### src/rtl/pc_fetch.sv
// -----------------------------------------------------------------------------
// pc_fetch
// Program-counter register and instruction-fetch sequencer for the
// single-cycle RISC-V core.
//
// After reset it fetches from RESET_PC. Each fetch uses a request/grant/response
// handshake with instruction memory. The fetched word is held for decode while
// instr_valid is high. On commit (pc_we) the PC is loaded from the PC-source mux
// and the next fetch starts. A misaligned target or a memory that stops
// responding puts the block into a sticky fault state, which only rst_n clears.
//
// Parameters
//   RESET_PC     PC value loaded on reset
//   TIMEOUT      max consecutive wait cycles in REQ/WAIT before fault (0 = off)
//
// Ports
//   clk          rising-edge clock
//   rst_n        asynchronous active-low reset
//   pc_next      next PC from the PC-source mux
//   pc_we        commit strobe, honoured only while an instruction is executing
//   imem_req     fetch request
//   imem_addr    fetch address (always equals pc)
//   imem_gnt     memory accepted the request
//   imem_rvalid  read data valid
//   imem_rdata   read data
//   instr        captured instruction word (NOP after reset)
//   instr_valid  instr is valid for the current pc
//   pc           current PC
//   pc4          pc + 4, modulo 2^32, fed back to the mux
//   fault        sticky fault flag
//   fault_cause  00 none, 01 misaligned, 10 timeout
// -----------------------------------------------------------------------------
module pc_fetch #(
   parameter logic [31:0] RESET_PC = 32'h0000_0000,
   parameter int unsigned TIMEOUT  = 255
) (
   input  logic        clk,
   input  logic        rst_n,
   input  logic [31:0] pc_next,
   input  logic        pc_we,
   output logic        imem_req,
   output logic [31:0] imem_addr,
   input  logic        imem_gnt,
   input  logic        imem_rvalid,
   input  logic [31:0] imem_rdata,
   output logic [31:0] instr,
   output logic        instr_valid,
   output logic [31:0] pc,
   output logic [31:0] pc4,
   output logic        fault,
   output logic [1:0]  fault_cause
);

   typedef enum logic [2:0] {
      S_RESET,
      S_REQ,
      S_WAIT,
      S_EXEC,
      S_FAULT
   } state_t;

   localparam logic [31:0] NOP         = 32'h0000_0013;
   localparam logic [1:0]  CAUSE_NONE  = 2'b00;
   localparam logic [1:0]  CAUSE_ALIGN = 2'b01;
   localparam logic [1:0]  CAUSE_TMO   = 2'b10;

   // The counter never has to count past TIMEOUT. When the timeout is
   // disabled, a single bit is kept and simply wraps.
   localparam int unsigned CW = (TIMEOUT < 2) ? 1 : $clog2(TIMEOUT + 1);
   localparam logic [CW-1:0] TMO_VAL = CW'(TIMEOUT);

   state_t          state, state_d;
   logic [31:0]     pc_d;
   logic [31:0]     instr_d;
   logic [CW-1:0]   cnt, cnt_d;
   logic [1:0]      cause_d;
   logic            timeout_hit;

   assign timeout_hit = (TIMEOUT != 0) && (cnt == TMO_VAL);

   // Next-state and datapath updates
   always_comb begin
      // NOTE: every signal written here gets a default first; a path that
      // skipped one would otherwise infer a latch.
      state_d = state;
      pc_d    = pc;
      instr_d = instr;
      cnt_d   = cnt;
      cause_d = fault_cause;

      case (state)
         S_RESET: begin
            cnt_d = '0;
            if (RESET_PC[1:0] != 2'b00) begin
               state_d = S_FAULT;
               cause_d = CAUSE_ALIGN;
            end else begin
               state_d = S_REQ;
            end
         end

         S_REQ: begin
            // Progress (a grant) wins over a timeout that expires in the same cycle.
            if (imem_gnt) begin
               cnt_d = '0;
               if (imem_rvalid) begin
                  instr_d = imem_rdata;
                  state_d = S_EXEC;
               end else begin
                  state_d = S_WAIT;
               end
            end else if (timeout_hit) begin
               state_d = S_FAULT;
               cause_d = CAUSE_TMO;
            end else begin
               cnt_d = cnt + 1'b1;
            end
         end

         S_WAIT: begin
            if (imem_rvalid) begin
               instr_d = imem_rdata;
               state_d = S_EXEC;
            end else if (timeout_hit) begin
               state_d = S_FAULT;
               cause_d = CAUSE_TMO;
            end else begin
               cnt_d = cnt + 1'b1;
            end
         end

         S_EXEC: begin
            if (pc_we) begin
               // A misaligned target is still loaded so it is visible for debug.
               pc_d = pc_next;
               if (pc_next[1:0] != 2'b00) begin
                  state_d = S_FAULT;
                  cause_d = CAUSE_ALIGN;
               end else begin
                  state_d = S_REQ;
                  cnt_d   = '0;
               end
            end
         end

         S_FAULT: begin
            // Sticky until reset. All inputs are ignored.
         end

         default: begin
            state_d = S_FAULT;
         end
      endcase
   end

   // State and datapath registers
   always_ff @(posedge clk or negedge rst_n) begin
      if (!rst_n) begin
         state       <= S_RESET;
         pc          <= RESET_PC;
         instr       <= NOP;
         cnt         <= '0;
         fault_cause <= CAUSE_NONE;
      end else begin
         // NOTE: sequential state uses non-blocking assignments so that every
         // register samples values from before the edge.
         state       <= state_d;
         pc          <= pc_d;
         instr       <= instr_d;
         cnt         <= cnt_d;
         fault_cause <= cause_d;
      end
   end

   assign imem_req    = (state == S_REQ);
   assign imem_addr   = pc;
   assign instr_valid = (state == S_EXEC);
   assign fault       = (state == S_FAULT);
   assign pc4         = pc + 32'd4;

endmodule

### config.mk
export PLATFORM = sky130hd
export DESIGN_NAME = pc_fetch
export DESIGN_NICKNAME = d
export VERILOG_FILES = /design/src/rtl/pc_fetch.sv
export SDC_FILE = /design/constraint.sdc
export NUM_CORES = 1
export LEC_CHECK = 0
export ABC_AREA = 0
export CELL_PAD_IN_SITES_DETAIL_PLACEMENT = 0
export CELL_PAD_IN_SITES_GLOBAL_PLACEMENT = 1
export CORE_ASPECT_RATIO = 0.6
export CORE_MARGIN = 3
export CORE_UTILIZATION = 28
export CTS_BUF_LIST = sky130_fd_sc_hd__clkbuf_4
export DETAILED_ROUTE_END_ITERATION = 16
export GPL_TIMING_DRIVEN = 0
export PLACE_DENSITY_LB_ADDON = 0.1
export SYNTH_ARGS = -nofsm -noshare
export SYNTH_HDL_FRONTEND = slang
export SYNTH_SLANG_ARGS = --single-unit
### constraint.sdc
create_clock -name clk -period 1.95 [get_ports clk]
set_input_delay 0.39 -clock clk [delete_from_list [all_inputs] [get_ports clk]]
set_output_delay 0.39 -clock clk [all_outputs]
set_load 0.05 [all_outputs]
==> results.sh, run 1 <==
export IMPL_synth_area_mm2=0.004015
export IMPL_vias=3575
export IMPL_synthTopCellsByCount="dfrtp_1 (74), mux2_2 (60), buf_4 (39)"
export IMPL_placed_cell_area_mm2=0.006754
export IMPL_cts_tree="done"
export IMPL_num_antenna_cells=0
export IMPL_start_util=0.2903
export IMPL_cts_buffers=9
export IMPL_final_nets=666
export IMPL_finClkSkew_ns=0.01668
export IMPL_gp_congestion=0.8062
export IMPL_yosys_most_used_dff="dfrtp_1"
export IMPL_final_layout_size_suffix_gt1_frac=0.5767
export IMPL_synth_edf_count=0
export IMPL_crit_arrival_ns=2.17
export IMPL_critPathRequiredTime_ns=1.56
export IMPL_placementRows=33
export IMPL_ys_seq_elements=77
export IMPL_htree_levels=3
export IMPL_fp_dieH_um=98.76
export IMPL_syn_nets=409
export IMPL_tightest_slew_ns=0.5389
export IMPL_fillers=1216
export IMPL_setup_tns_ns=-12.45
export IMPL_path_max_fanout=7
export IMPL_design_die_area_mm2=0.01586
export IMPL_hold_viol=0
export IMPL_yosysMostFrequentCell="dfrtp_1"
export IMPL_overflow=0
export IMPL_power_density_mw_per_mm2=780.9
export IMPL_met3_usage=0.06258
export IMPL_async_flop_share=1.000
export IMPL_synthDistinctLibCells=49
export IMPL_clock_fmax_mhz=390.0
export IMPL_io_buffers=201
export IMPL_drt_pass1_iterations=4
export IMPL_grt_pass1_wl_mm=20.15
export IMPL_io_pins=202
export IMPL_dp_hpwl_mm=9.377
export IMPL_peakVddDrop_mv=0.8033
export IMPL_crit_type="reg -> out"
export IMPL_leakage_nw=3.541
export IMPL_ant_nets=0
export IMPL_syn_inst=338
export IMPL_violations="setup timing"
export IMPL_whs_ns=0.4007
export IMPL_setup_violations=28
export IMPL_first_global_vias=3676
export IMPL_yosys_warnings=0
export IMPL_die_w_um=160.6
export IMPL_stdcell_area_mm2=0.007420
export IMPL_routed_wl_mm=13.14
export IMPL_top_usage_layer="met2"
export IMPL_place_ws_ns=-1.326
export IMPL_outcome="finished with violations"
export IMPL_met1_usage=0.2265
export IMPL_grt_antenna_before_repair=0
export IMPL_synthTopCellsByArea="dfrtp_1 (46%), mux2_2 (17%), buf_4 (7.3%), xnor2_1 (5.5%), dfstp_2 (2.0%)"
export IMPL_period_share=1.315
export IMPL_fin_ws_ns=-0.6142
export IMPL_rsz0062_at_grt="true"
export IMPL_track_usage=0.1608
export IMPL_total_power_mw=5.794
export IMPL_cts_clk_slew_worst_paths_ns=0.15
export IMPL_area_growth_pct=84.79
export IMPL_drc=0
export IMPL_slew_headroom=0.6422
export IMPL_clock_latency_ns=0.44
export IMPL_core_area_mm2=0.01383
export IMPL_synth_seq_area_share=0.4808
export IMPL_synth_top_area_frac=0.4612
export IMPL_start_kind="register"
export IMPL_cts_sinks=77
export IMPL_viasPerCell=4.514
export IMPL_fin_crit_ns=2.564
export IMPL_synth_area_per_cell_um2=11.88
export IMPL_wire_per_inst_um=16.59
export IMPL_drt_initial_drc_count=200
export IMPL_use_met2=0.2358
export IMPL_hold_path_class="in -> async"
export IMPL_slew_viol_final=0
export IMPL_ctsLongestPathBuffers=2
export IMPL_yosysTopAreaCell="dfrtp_1"
export IMPL_endpoint_kind="primary output"
export IMPL_grt_max_degree=53
export IMPL_cts_root_buf="clkbuf_4"
export IMPL_maxCapViolCount=0
[cell usage in the layout (no fill, tap or decap), types with 5 or more instances in the layout]
cell / synthesis / routed
a21oi_1: 9 / 9
a31oi_1: 8 / 8
and3_1: 8 / 6
buf_2: 5 / 15
buf_4: 39 / 74
buf_6: 1 / 43
clkbuf_2: 0 / 15
clkbuf_4: 0 / 9
clkdlybuf4s15_1: 0 / 9
clkdlybuf4s15_2: 0 / 21
clkdlybuf4s50_1: 0 / 67
dfrtp_1: 74 / 44
dfrtp_2: 0 / 30
dlygate4sd2_1: 0 / 42
mux2_2: 60 / 60
nand2_1: 18 / 12
nand2_4: 0 / 5
nand3_4: 0 / 6
nand4_1: 12 / 12
nor2_1: 8 / 5
xnor2_2: 0 / 5
xnor2_4: 0 / 19
[report_power, final]
group / internal (mW) / switching [mW] / total (mW)
Sequential: 1.92 / 0.195 / 2.11
Combinational: 0.848 / 1.64 / 2.49
Clock: 0.540 / 0.653 / 1.19
Total: 3.30 / 2.49 / 5.79
[timing repair]
| item | in CTS | in global routing |
|---|---|---|
| resized for setup | 442 | 94 |
| buffers inserted | 27 | 18 |
| endpoints found under the hold margin | 25 | 0 |
| hold buffers | 1 | 0 |
| setup endpoints to repair | 133 | 106 |
| pin swaps | 19 | 20 |
[through the flow]
stage	util	std cells
6_report	0.5364	792
5_1_grt	0.5364	792
4_1_cts	0.5256	775
3_5_place_dp	0.4883	732
3_3_place_gp	0.4865	731
2_1_floorplan	-	338
[kinds of logic after synthesis]
| family | after synthesis | synth area share |
|---|---|---|
| xor+xnor | 28 | 0.06108 |
| mux | 64 | 0.1795 |
| buf+inv | 50 | 0.08663 |
| simple gates | 80 | 0.1209 |
| compound gates | 37 | 0.06482 |
| flops | 77 | 0.4808 |
| fa+ha+maj | 2 | 0.006231 |
[metal layers]
layer,wire length (um),up-vias,share of wire
met2,5661,132,0.43
met5,0,-,0
li1,-,1687,-
met1,6274,1747,0.48
met3,1109,9,0.084
met4,96,0,0.0073
[sequential cells by signal, indices dropped and copies added, names as in the netlist]
| register | count |
|---|---|
| imem_addr | 32 |
| instr | 32 |
| cnt | 8 |
| state | 3 |
| fault_cause | 2 |
[worst max-delay path, cell delays in order (launching register included)]
cell and delay, ns:
dfrtp_2 0.38, nand4_1 0.13, buf_6 0.16, nor4_4 0.26, buf_12 0.17, nand4_1 0.23
xnor2_4 0.23, buf_6 0.17
[final cells by class]
cell class / instances / area (um^2) / area share
plain buffers: 45 / 342.8 / 0.04621
clock buffers: 9 / 67.56 / 0.009106
clock inverters: 7 / 105.1 / 0.01417
inverters: 4 / 15.01 / 0.002024
multi-input cells: 211 / 2361 / 0.3182
flip-flops and latches: 77 / 1968 / 0.2653
well taps: 192 / 240.2 / 0.03238
repair buffers: 247 / 2320 / 0.3126
[worst paths after layout]
check / startpoint / to / slack [ns] / cells after the start
setup / recovery: imem_addr[9] / pc4[31] / -0.61 / 7
hold / removal: rst_n / cnt[7] / 0.40 / 2
setup reg to reg: state[0] / cnt[1] / 0.05 / 6
hold reg to reg: instr[18] / instr[18] / 0.50 / 1
max in group asynchronous: rst_n / instr[4] / 0.89 / 3
min in group clk: instr[18] / instr[18] / 0.50 / 1
Power figures use the tool's default switching activity.
==> inputs of run 2 (changes only) <==
--- a/config.mk
+++ b/config.mk
@@ -12,6 +12,7 @@
 export CORE_MARGIN = 3
 export CORE_UTILIZATION = 28
 export CTS_BUF_LIST = sky130_fd_sc_hd__clkbuf_4
+export CTS_CLUSTER_SIZE = 20
 export DETAILED_ROUTE_END_ITERATION = 16
 export GPL_TIMING_DRIVEN = 0
 export PLACE_DENSITY_LB_ADDON = 0.1
==> constraint.sdc (replaced) <==
create_clock -name clk -period 2.2 [get_ports clk]
set_input_delay 0.44 -clock clk [delete_from_list [all_inputs] [get_ports clk]]
set_output_delay 0.44 -clock clk [all_outputs]
set_load 0.05 [all_outputs]
==> results.sh, run 2 (synthesized netlist as in run 1, its figures left out) <==
export IMPL_worst_r2r_endpoint="instr[24]"
export IMPL_routed_wl_mm=12.83
export IMPL_fillers=1236
export IMPL_ctsLongestPathBuffers=2
export IMPL_grt_max_degree=60
export IMPL_htree_levels=3
export IMPL_outcome="finished with violations"
export IMPL_grt_antenna_before_repair=0
export IMPL_viasPerCell=4.471
export IMPL_cts_tree="done"
export IMPL_num_antenna_cells=0
export IMPL_cp_cell_sequence="ha_4 -> and4_4 -> nor3b_4 -> buf_12 -> nand4_1 -> xnor2_4 -> buf_6"
export IMPL_placementRows=33
export IMPL_setup_violations=21
export IMPL_slew_viol_final=0
export IMPL_fp_dieH_um=98.76
export IMPL_first_global_vias=3660
export IMPL_cts_clk_slew_worst_paths_ns=0.15
export IMPL_track_usage=0.1648
export IMPL_reg2reg_depth=4
export IMPL_fin_ws_ns=-0.4452
export IMPL_final_nets=658
export IMPL_die_w_um=160.6
export IMPL_fin_crit_ns=2.645
export IMPL_io_pins=202
export IMPL_final_common_cell="clkdlybuf4s50_1"
export IMPL_crit_arrival_ns=2.21
export IMPL_path_max_fanout=9
export IMPL_r2r_setup_slack_ns=0.26
export IMPL_peakVddDrop_mv=0.5606
export IMPL_final_cell_mix="clkdlybuf4s50_1 (99), buf_4 (70), dlygate4sd2_1 (66), mux2_2 (60), dfrtp_1 (49)"
export IMPL_finClkSkew_ns=0.01910
export IMPL_area_growth_pct=82.42
export IMPL_hold_viol=0
export IMPL_hold_path_class="in -> async"
export IMPL_start_util=0.2903
export IMPL_drt_initial_drc_count=148
export IMPL_drc=0
export IMPL_maxCapViolCount=0
export IMPL_grt_pass1_wl_mm=20.53
export IMPL_dp_hpwl_mm=9.434
export IMPL_rsz0062_at_grt="true"
export IMPL_wire_per_inst_um=16.37
export IMPL_design_die_area_mm2=0.01586
export IMPL_endpoint_kind="primary output"
export IMPL_cts_sinks=77
export IMPL_critPathRequiredTime_ns=1.76
export IMPL_utilization=0.5295
export IMPL_worst_path_largest_cell_delay_ns=0.44
export IMPL_power_density_mw_per_mm2=723.6
export IMPL_drt_pass1_iterations=4
export IMPL_period_share=1.202
export IMPL_whs_ns=0.4092
export IMPL_leakage_nw=3.580
export IMPL_ant_nets=0
export IMPL_placed_cell_area_mm2=0.006749
export IMPL_r2r_start="state[0]"
export IMPL_critPathSlowestCell="dfrtp_2"
export IMPL_gp_congestion=0.8050
export IMPL_violations="setup timing"
export IMPL_clock_fmax_mhz=378.0
export IMPL_core_area_mm2=0.01383
export IMPL_stdcell_area_mm2=0.007325
export IMPL_final_layout_size_suffix_gt1_frac=0.4679
export IMPL_cts_root_buf="clkbuf_4"
export IMPL_io_buffers=201
export IMPL_slew_headroom=0.6363
export IMPL_cts_buffers=9
export IMPL_start_kind="register"
export IMPL_clock_latency_ns=0.44
export IMPL_vias=3505
export IMPL_overflow=0
export IMPL_path_buf_inv=2
export IMPL_crit_family="simple AND/OR/NAND/NOR gates"
export IMPL_tightest_slew_ns=0.5439
export IMPL_crit_type="reg -> out"
export IMPL_total_power_mw=5.300
[run 2: cell type report]
cell class                 count  area, um^2  area share
clock buffer                   9       67.56    0.009224
timing repair buffer         239        2315      0.3160
tap                          192       240.2     0.03280
sequential                    77        1962      0.2679
inverter                       4       18.77    0.002562
clock inverter                 7       123.9     0.01691
buffer                        45       332.8     0.04544
multi-input combinational    211        2265      0.3092
[run 2: worst max path at each step]
stage	depth (start not counted)	to	start
finish	7	pc4[26]	imem_addr[3]
global route	7	pc4[26]	imem_addr[3]
CTS	7	pc4[30]	imem_addr[3]
detailed placement	5	pc4[31]	imem_addr[7]
global placement	1	imem_addr[20]	rst_n
floorplan	5	pc4[26]	imem_addr[2]
[run 2: metrics by stage]
step	setup TNS (ns)	setup WS, ns	cells
after floorplan	-4.535	-0.3047	338
after global placement	-197.41	-2.571	731
after detailed placement	-22.52	-1.208	732
after CTS	-7.624	-0.4877	776
after global routing	-9.711	-0.5986	784
final	-6.732	-0.4452	784
[run 2: what timing repair did]
action | in CTS | in global routing
setup buffers | 28 | 9
hold buffers | 1 | 0
hold endpoints to repair | 18 | 0
gates cloned | 0 | 0
setup endpoints to repair | 94 | 30
pin swaps | 18 | 14
gates resized for setup | 297 | 20
[run 2: layer usage]
layer | routed length (um) | track usage | vias to the layer above | part of all wire
met4 | 83 | 0.03000 | 0 | 0.0065
met1 | 6173 | 0.2294 | 1698 | 0.48
met3 | 1090 | 0.06846 | 9 | 0.085
met5 | 0 | 0 | - | 0
li1 | - | - | 1678 | -
met2 | 5485 | 0.2433 | 120 | 0.43
[run 2: worst register-to-register path, delay by kind of cell, from the launching register on]
kind                   cells  cell delay (ns)
AO/OA/AOI/OAI              1             0.38
multiplexers               1             0.35
buffers and inverters      1             0.29
AND/OR/NAND/NOR            1             0.34
flip-flops                 1             0.45
[run 2: report_power, final]
group          internal (mW)  switching, mW  total, mW
registers               1.70          0.162       1.86
clock network          0.581          0.567       1.15
logic                  0.857           1.44       2.29
==> inputs of run 3 (changes only) <==
--- a/config.mk
+++ b/config.mk
@@ -15,6 +15,7 @@
 export CTS_CLUSTER_SIZE = 20
 export DETAILED_ROUTE_END_ITERATION = 16
 export GPL_TIMING_DRIVEN = 0
+export HOLD_SLACK_MARGIN = 0.12
 export PLACE_DENSITY_LB_ADDON = 0.1
 export SYNTH_ARGS = -nofsm -noshare
 export SYNTH_HDL_FRONTEND = slang
==> results of run 3 <==
No change in the layout: final DEF, timing and power equal those of run 2.
